File: config.mk
export PLATFORM = sky130hd
export DESIGN_NAME = div_seq
export DESIGN_NICKNAME = d
export VERILOG_FILES = /design/src/rtl/div_pkg.sv /design/src/rtl/div_seq_stat.sv /design/src/rtl/div_seq.sv
export SDC_FILE = /design/constraint.sdc
export NUM_CORES = 1
export LEC_CHECK = 0
export CORE_UTILIZATION = 39
export CTS_CLUSTER_DIAMETER = 150
export DETAILED_ROUTE_END_ITERATION = 8
export PLACE_DENSITY_LB_ADDON = 0.2
export SETUP_SLACK_MARGIN = 0.2
export SLEW_MARGIN = 20
export SYNTH_ARGS = -nofsm -noshare
export SYNTH_HDL_FRONTEND = slang
export SYNTH_SLANG_ARGS = --single-unit
export TNS_END_PERCENT = 10
File: constraint.sdc
create_clock -name clk -period 1.6 [get_ports clk]
set_input_delay 0.32 -clock clk [delete_from_list [all_inputs] [get_ports clk]]
set_output_delay 0.32 -clock clk [all_outputs]
set_load 0.02 [all_outputs]
File: src/rtl/div_pkg.sv
// div_pkg: shared definitions for the divider sequencer.
//   W_DEF    default operand / quotient / remainder width
//   ITER_DEF default number of divider step cycles after the load edge
//   DZ_QUOT  quotient reported for a divide-by-zero (all ones)
//   state_e  sequencer states
package div_pkg;

  localparam int W_DEF    = 4;
  localparam int ITER_DEF = 4;

  localparam logic [W_DEF-1:0] DZ_QUOT = '1;

  typedef enum logic [2:0] {
    S_IDLE,
    S_LOAD,
    S_RUN,
    S_CAP,
    S_HOLD
  } state_e;

endpackage

File: src/rtl/div_seq_stat.sv
// div_seq_stat: saturating completion counters for the divider sequencer.
// Ports:
//   clk        clock, rising edge
//   rst        asynchronous active-low reset
//   take_i     a valid result is being acknowledged this cycle
//   take_dz_i  the result being acknowledged is a divide-by-zero
//   n_done_o   number of results taken (saturates at all ones)
//   n_dz_o     number of divide-by-zero results taken (saturates at all ones)
module div_seq_stat (
  input  logic        clk,
  input  logic        rst,
  input  logic        take_i,
  input  logic        take_dz_i,
  output logic [15:0] n_done_o,
  output logic [7:0]  n_dz_o
);

  logic [15:0] n_done_q;
  logic [7:0]  n_dz_q;

  always_ff @(posedge clk or negedge rst) begin
    if (!rst) begin
      n_done_q <= '0;
      n_dz_q   <= '0;
    end else if (take_i) begin
      if (n_done_q != '1) n_done_q <= n_done_q + 16'd1;
      if (take_dz_i && (n_dz_q != '1)) n_dz_q <= n_dz_q + 8'd1;
    end
  end

  assign n_done_o = n_done_q;
  assign n_dz_o   = n_dz_q;

endmodule

File: src/rtl/div_seq.sv
// div_seq: sequencer sitting in front of a W-bit shift-subtract divider.
// Accepts an operand pair (start/busy), pulses the divider load for one
// cycle, waits ITER divider steps, captures quotient/remainder and offers
// them on a valid/ack handshake. A zero divisor never starts the divider;
// it produces q=all ones, r=dividend, dz=1 one edge after acceptance.
// Optional feature macro: DIV_SEQ_STAT_EN adds saturating counters
// n_done (results taken) and n_dz (divide-by-zero results taken).
// Ports:
//   clk, rst           clock (rising edge), asynchronous active-low reset
//   start, a_in, b_in  request and operands, taken when busy=0
//   busy               high from acceptance until the result is acked
//   ld, a, b           divider load pulse and latched operands
//   ry, ra             divider quotient / remainder registers
//   q, r, valid, dz    captured result and its flags
//   ack                consumer takes the result while valid=1
//   n_done, n_dz       statistics (DIV_SEQ_STAT_EN only)
module div_seq
  import div_pkg::*;
#(
  parameter int W    = W_DEF,
  parameter int ITER = ITER_DEF
) (
  input  logic           clk,
  input  logic           rst,
  input  logic           start,
  input  logic [W-1:0]   a_in,
  input  logic [W-1:0]   b_in,
  output logic           busy,
  output logic           ld,
  output logic [W-1:0]   a,
  output logic [W-1:0]   b,
  input  logic [W-1:0]   ry,
  input  logic [2*W-1:0] ra,
  output logic [W-1:0]   q,
  output logic [W-1:0]   r,
  output logic           valid,
  output logic           dz,
  input  logic           ack
`ifdef DIV_SEQ_STAT_EN
  ,
  output logic [15:0]    n_done,
  output logic [7:0]     n_dz
`endif
);

  localparam int CNT_W = $clog2(ITER + 1);

  state_e           state_q;
  logic [CNT_W-1:0] cnt_q;
  logic             busy_q;
  logic             ld_q;
  logic             valid_q;
  logic             dz_q;
  logic [W-1:0]     a_q;
  logic [W-1:0]     b_q;
  logic [W-1:0]     q_q;
  logic [W-1:0]     r_q;

  logic             take_d;
  logic             accept_d;

  // The remainder never exceeds the divisor, so only the low half of ra
  // carries information.
  logic unused_ra_hi;
  assign unused_ra_hi = ^ra[2*W-1:W];

  // A result is consumed only while it is actually on offer.
  assign take_d   = (state_q == S_HOLD) && valid_q && ack;
  // New work is taken from IDLE, or in the same edge a held result is acked.
  assign accept_d = start && ((state_q == S_IDLE) || take_d);

  always_ff @(posedge clk or negedge rst) begin
    if (!rst) begin
      state_q <= S_IDLE;
      cnt_q   <= '0;
      busy_q  <= 1'b0;
      ld_q    <= 1'b0;
      valid_q <= 1'b0;
      dz_q    <= 1'b0;
      a_q     <= '0;
      b_q     <= '0;
      q_q     <= '0;
      r_q     <= '0;
    end else begin
      ld_q <= 1'b0;

      unique case (state_q)
        S_IDLE: ;
        S_LOAD: begin
          cnt_q   <= '0;
          state_q <= S_RUN;
        end
        S_RUN: begin
          cnt_q <= cnt_q + 1'b1;
          if (cnt_q == CNT_W'(ITER - 1)) state_q <= S_CAP;
        end
        S_CAP: begin
          q_q     <= ry;
          r_q     <= ra[W-1:0];
          dz_q    <= 1'b0;
          valid_q <= 1'b1;
          state_q <= S_HOLD;
        end
        S_HOLD: begin
          if (take_d) begin
            valid_q <= 1'b0;
            state_q <= S_IDLE;
            busy_q  <= 1'b0;
          end
        end
        default: state_q <= S_IDLE;
      endcase

      // Acceptance overrides the HOLD->IDLE exit above for back-to-back work.
      if (accept_d) begin
        a_q    <= a_in;
        b_q    <= b_in;
        busy_q <= 1'b1;
        if (b_in != '0) begin
          ld_q    <= 1'b1;
          state_q <= S_LOAD;
        end else begin
          q_q     <= {W{DZ_QUOT[0]}};
          r_q     <= a_in;
          dz_q    <= 1'b1;
          valid_q <= 1'b1;
          state_q <= S_HOLD;
        end
      end
    end
  end

  assign busy  = busy_q;
  assign ld    = ld_q;
  assign a     = a_q;
  assign b     = b_q;
  assign q     = q_q;
  assign r     = r_q;
  assign valid = valid_q;
  assign dz    = dz_q;

`ifdef DIV_SEQ_STAT_EN
  div_seq_stat u_stat (
    .clk       (clk),
    .rst       (rst),
    .take_i    (take_d),
    .take_dz_i (dz_q),
    .n_done_o  (n_done),
    .n_dz_o    (n_dz)
  );
`endif

endmodule

After elaboration in Yosys (flattened, before gate mapping)

Cells that the tools add are included.

Output and inout port bits: 20
Bits in registers: 26
Bits of input ports: 24
Word-level logic and storage cells: 54

Reductions and logical operators: 11
Equal/unequal tests: 8
Add/sub/neg operators: 1
Multiplexer cells: 24

Operators with widths:

| kind                  | number |
|---|---|
| $mux W4               | 6 |
| $pmux W3 S5           | 1 |
| $mux W3               | 4 |
| $mux W1               | 11 |
| $eq A3 B2 Y1 const B  | 3 |
| $ne A3 B3 Y1 const B  | 2 |
| $pmux W3 S2           | 1 |
| $reduce_bool A2 Y1    | 3 |
| $reduce_bool A4 Y1    | 1 |
| $add A3 B1 Y3 const B | 1 |
| $eq A3 B1 Y1 const B  | 1 |
| $eq A3 B3 Y1 const B  | 1 |
| $logic_and A1 B1 Y1   | 3 |
| $logic_not A3 Y1      | 1 |
| $reduce_and A3 Y1     | 1 |
| $ne A2 B2 Y1 const B  | 1 |
| $pmux W1 S2           | 1 |
| $reduce_and A2 Y1     | 1 |
| $logic_or A1 B1 Y1    | 1 |

Longest topological paths before layout

Word-level depth: 7
Mapped depth: 5

Least setup slack after synthesis

OpenSTA, ideal clock, no wires.

Path type: input to register
From: input b_in[1]
To: register r_q[0], in the netlist r[0]
Slack: 0.049 ns
Required time: 1.475 ns
Stages: 4
Arrival: 1.426 ns
Setup time: 0.125 ns
Cells stage by stage: or4_4 -> nand3b_4 -> buf_6 -> mux2_4

Cells in the longest elaborated chain, start to end: 3

Ends and longest elaborated chain:

| item                 | RTL line       | text |
|---|---|---|
| from (decl)          | div_seq.sv:27  | `input logic [W-1:0] b_in,` |
| $reduce_bool A4 Y1   | div_seq.sv:119 | `if (b_in != '0) begin` |
| $mux W4              | div_seq.sv:119 |  |
| $mux W4              | div_seq.sv:115 | `if (accept_d) begin` |
| to (signal assigned) | div_seq.sv:99  | `r_q <= ra[W-1:0];` |
| to (signal assigned) | div_seq.sv:124 | `r_q <= a_in;` |
| to (decl)            | div_seq.sv:57  | `logic [W-1:0] r_q;` |

No other way between the ends.
A chain may end at the register's enable or synchronous reset.

Worst setup path in the final report

From: register state_q[1]
To: register r_q[0], in the netlist r[0]

Cells in the longest elaborated chain, start to end: 6
Elaborated cells between the ends (all ways): 10

Ends and longest elaborated chain:

| item                             | RTL line       | text |
|---|---|---|
| from (decl)                      | div_seq.sv:48  | `state_e state_q;` |
| from (signal assigned)           | div_seq.sv:74  | `state_q <= S_IDLE;` |
| from (signal assigned)           | div_seq.sv:91  | `state_q <= S_RUN;` |
| from (signal assigned)           | div_seq.sv:95  | `if (cnt_q == CNT_W'(ITER - 1)) state_q <= S_CAP;` |
| $eq A3 B3 Y1                     | div_seq.sv:68  | `assign take_d = (state_q == S_HOLD) && valid_q && ack;` |
| $logic_and A1 B1 Y1 (2 in a row) | div_seq.sv:68  |  |
| $logic_or A1 B1 Y1               | div_seq.sv:70  | `assign accept_d = start && ((state_q == S_IDLE) \|\| take_d);` |
| $logic_and A1 B1 Y1              | div_seq.sv:70  |  |
| $mux W4 (*)                      | div_seq.sv:115 |  |

Mark *: on every way between the ends. The rest lies on a longest branch, timed or not.

==> results.txt <==
The run finished, with violations left. The final reports fail on DRC. The iteration-0 DRC count of the detailed router came out at 23. The instance count of the mapped netlist is 89. The buffer depth of the longest clock path came out at 2. Timing analysis after detailed placement gives a worst setup slack of -0.336 ns. The fraction of final layout cells with drive strength greater than 1 is 29.0%. The total placed instance area came out at 1620 µm². The number of register bits inferred by synthesis came out at 26. The largest net degree at the start of global routing came out at 27. The proportion of total power due to net switching came out at 36.3%. The number of clock sinks seen by CTS came out at 26. In this run the worst path has a maximum fanout of 7. The tree is rooted in a clkbuf_4.

The final-layout fill cell count came out at 233. Buffers inserted during clock tree synthesis total 3. The quantity of I/O buffers inserted on ports is 39. The starting density of the core is 41.6%.

The total overflow left after global routing is 0. The die covers 3220 µm². Cells fill 62.0% of the core in the end. The worst setup slack after layout came out at 0.139 ns. The placed wire-length estimate came out at 1740 µm.

The global-route wire length before repair came out at 3970 µm. Data arrives at the worst endpoint at 1.69 ns. The number of max-slew violations in the final report is 0. Cell internal power was estimated by the tool at 0.00214 W. The clock period minus final worst setup slack came out at 1.46 ns. The initial antenna violation count was 0. The first detailed-routing pass took 6 iterations. The repair_antennas step left the layout with diodes totalling 0. The number of placed instances with taps included came out at 162. The class of the tightest hold or removal check is input pin to register. The post-detailed-route DRC marker count came out at 6. The required time reported for the critical path endpoint is 1.83 ns. The die width is 56.7 µm.

The number of vias after detailed routing came out at 857. The power density over the cells came out at 1930 nW/µm². The static power due to leakage is 0.870 nW. The core region is 2810 µm². The worst setup path is captured at a register. The die is 56.7 µm tall. The area growth from synthesis to layout came out at 49.0%. In this run the worst setup path begins at state_q[1]$_DFFE_PN0P_.

Setup repair after global routing could not meet its margin everywhere. The capture point of the critical path is r[0]$_DFF_PN0_. The endpoint of the most critical register-to-register path is r[0]$_DFF_PN0_. The last weighted congestion value of the routability-driven placer is 0.778.

The setup clock skew after layout is 0.0110 ns. Of all flip-flops after synthesis, the portion carrying an async set or reset was 100%. In this run, distinct cell masters in the synthesized netlist total 25. The actual slew at the worst max-slew pin came out at 0.321 ns. The average via count per standard cell is 5.07. The share of the Yosys chip area taken by registers is 55.7%. The startpoint identified for the worst register-to-register timing path is state_q[1]$_DFFE_PN0P_.

The peak clock frequency supported by timing is 685 MHz. The finished layout holds 169 standard cells, fillers aside. Setup violations remaining at the end of the flow were counted as 0. The combined global-route utilization of all metal layers came out at 16.6%. The final net count is 165. The final wirelength came out at 2390 µm.

The multi-input logic area came out at 523 µm². After layout, the worst path uses 91.3% of the clock period. The worst-case reg-to-reg path depth is 4. The register cell area after layout is 654 µm². The clock-pin slew on the worst setup and hold paths is 0.14 ns. The minimum setup slack among reg-to-reg paths came out at 0.14 ns.

The start-to-end type of the worst setup path is register to register. The total standard cell area after synthesis is 1170 µm². The final routed wire length divided by cell count is 14.2 µm. In this run the remaining antenna-violating nets after routing total 0.

The count of maximum capacitance violations is 0. The worst setup path is launched from a register. The insertion delay of the later-clocked pin in the worst-skew pair is 0.32 ns. The relative contribution of sequential cells to total power came out at 35.2%. The hold violation total from the final report is 0.

The net count after synthesis is 115. The number of cell rows came out at 19. The number of warnings printed during yosys synthesis came out at 0.

The combinational share of power came out at 51.5%. The TritonCTS clock tree is built. The maximum level of the CTS H-tree is 1. Dividing the synthesized area by the synthesized cell count gives 13.1 µm². The worst slew margin relative to its limit is 78.6%. With fillers left out, the area of the finished cells amounts to 1740 µm².

The power share of the clock group is 13.3%. The commonest register cell after synthesis is dfrtp_1. The number of global-route vias before repair is 870. The highest ir drop seen on vdd is 0.976 mV. In this run the count of I/O pins placed on the die edge is 44.

Counting flops with a built-in enable in the synthesized netlist gives 0. In this run the power spent charging and discharging nets is 0.00122 W.
## per-layer routing
metal	track usage (%)	wire, µm
met5	0	0
met4	6.43	28
met3	2.53	132
met2	29.6	1260
met1	19.9	970
## what timing repair did
item,CTS,global route
endpoints found under the setup margin,40,35
pin swaps,2,3
buffers inserted,0,3
hold buffers,0,0
gates cloned,0,0
resized for setup,39,6
## cell usage after synthesis (2+ instances only)
cell	number	area share, %
buf_2	2	0.86
nand2_1	8	2.6
nand2b_1	2	1.1
mux2_4	3	3.9
nand3_1	4	1.7
inv_1	4	1.3
mux2_2	13	13
dfrtp_1	26	56
ha_1	2	2.1
mux2i_1	5	4.3
nor2_1	2	0.64
o21ai_0	5	2.1
## state kept, by name, summed over array words and instances, names as in the netlist
register  cells
busy          1
a             4
ld            1
q             4
cnt_q         3
state_q       3
valid         1
dz            1
r             4
b             4
## worst min-delay path by stage
stage / cells past startpoint / end / start / slack, ns
CTS: 2 / q[3]$_DFF_PN0_ / rst / 0.36
global placement: 2 / dz$_DFF_PN0_ / dz$_DFF_PN0_ / 0.46
finish: 2 / b[2]$_DFFE_PN0P_ / b_in[2] / 0.28
detailed placement: 2 / q[2]$_DFF_PN0_ / q[2]$_DFF_PN0_ / 0.48
floorplan: 0 / a[0]$_DFFE_PN0P_ / rst / 0.02
global route: 2 / b[2]$_DFFE_PN0P_ / b_in[2] / 0.28
## through the flow
step | TNS, ns | total power, W | hold WS, ns
after floorplan | 0 | 0.00215 | 0.0244
after global placement | -3.89 | 0.00285 | 0.461
after detailed placement | -4.29 | 0.00290 | 0.484
after CTS | 0 | 0.00331 | 0.357
after global routing | 0 | 0.00356 | 0.283
final | 0 | 0.00335 | 0.278
## cell type report
type	instances	share of cell area, %
inverter	4	0.863
clock inverter	1	1.73
timing repair buffer	49	26.2
sequential	26	37.6
multi-input combinational	55	30.1
tap	31	2.23
clock buffer	3	1.29
## power by group through the flow
stage	logic, W	clock network (W)	registers, W
3_5_place_dp	0.00170	0	0.00120
3_3_place_gp	0.00166	0	0.00119
6_report	0.00173	0.000445	0.00118
5_1_grt	0.00185	0.000479	0.00123
2_1_floorplan	0.000688	0	0.00146
4_1_cts	0.00167	0.000451	0.00118
## critical path, cell delays in order, from the launching register on
cell,delay (ns)
dfrtp_2,0.49
nand3b_1,0.14
buf_6,0.15
mux2_2,0.34
mux2_4,0.25
## placed cells by master, fill, tap and decap left out, drive strengths merged, types with 2 or more instances in the layout
cell,count
nor2,2
nand2,8
o21ai,5
inv,4
ha,2
clkdlybuf4s50,15
nand2b,2
mux2i,5
buf,10
nand3b,2
dfrtp,26
nand3,4
clkbuf,3
dlygate4sd2,22
mux2,16
## kinds of logic (layout without fill, tap and decap cells)
| family | after synthesis | after routing | share of synthesized area [%] |
|---|---|---|---|
| flops | 26 | 26 | 55.7 |
| simple gates | 22 | 22 | 12.2 |
| compound gates | 9 | 9 | 4.72 |
| buf+inv | 8 | 57 | 3.75 |
| mux | 21 | 21 | 20.7 |
| xor+xnor | 1 | 1 | 0.750 |
| fa+ha+maj | 2 | 2 | 2.14 |
No activity file was read; power rests on OpenSTA's default activity.
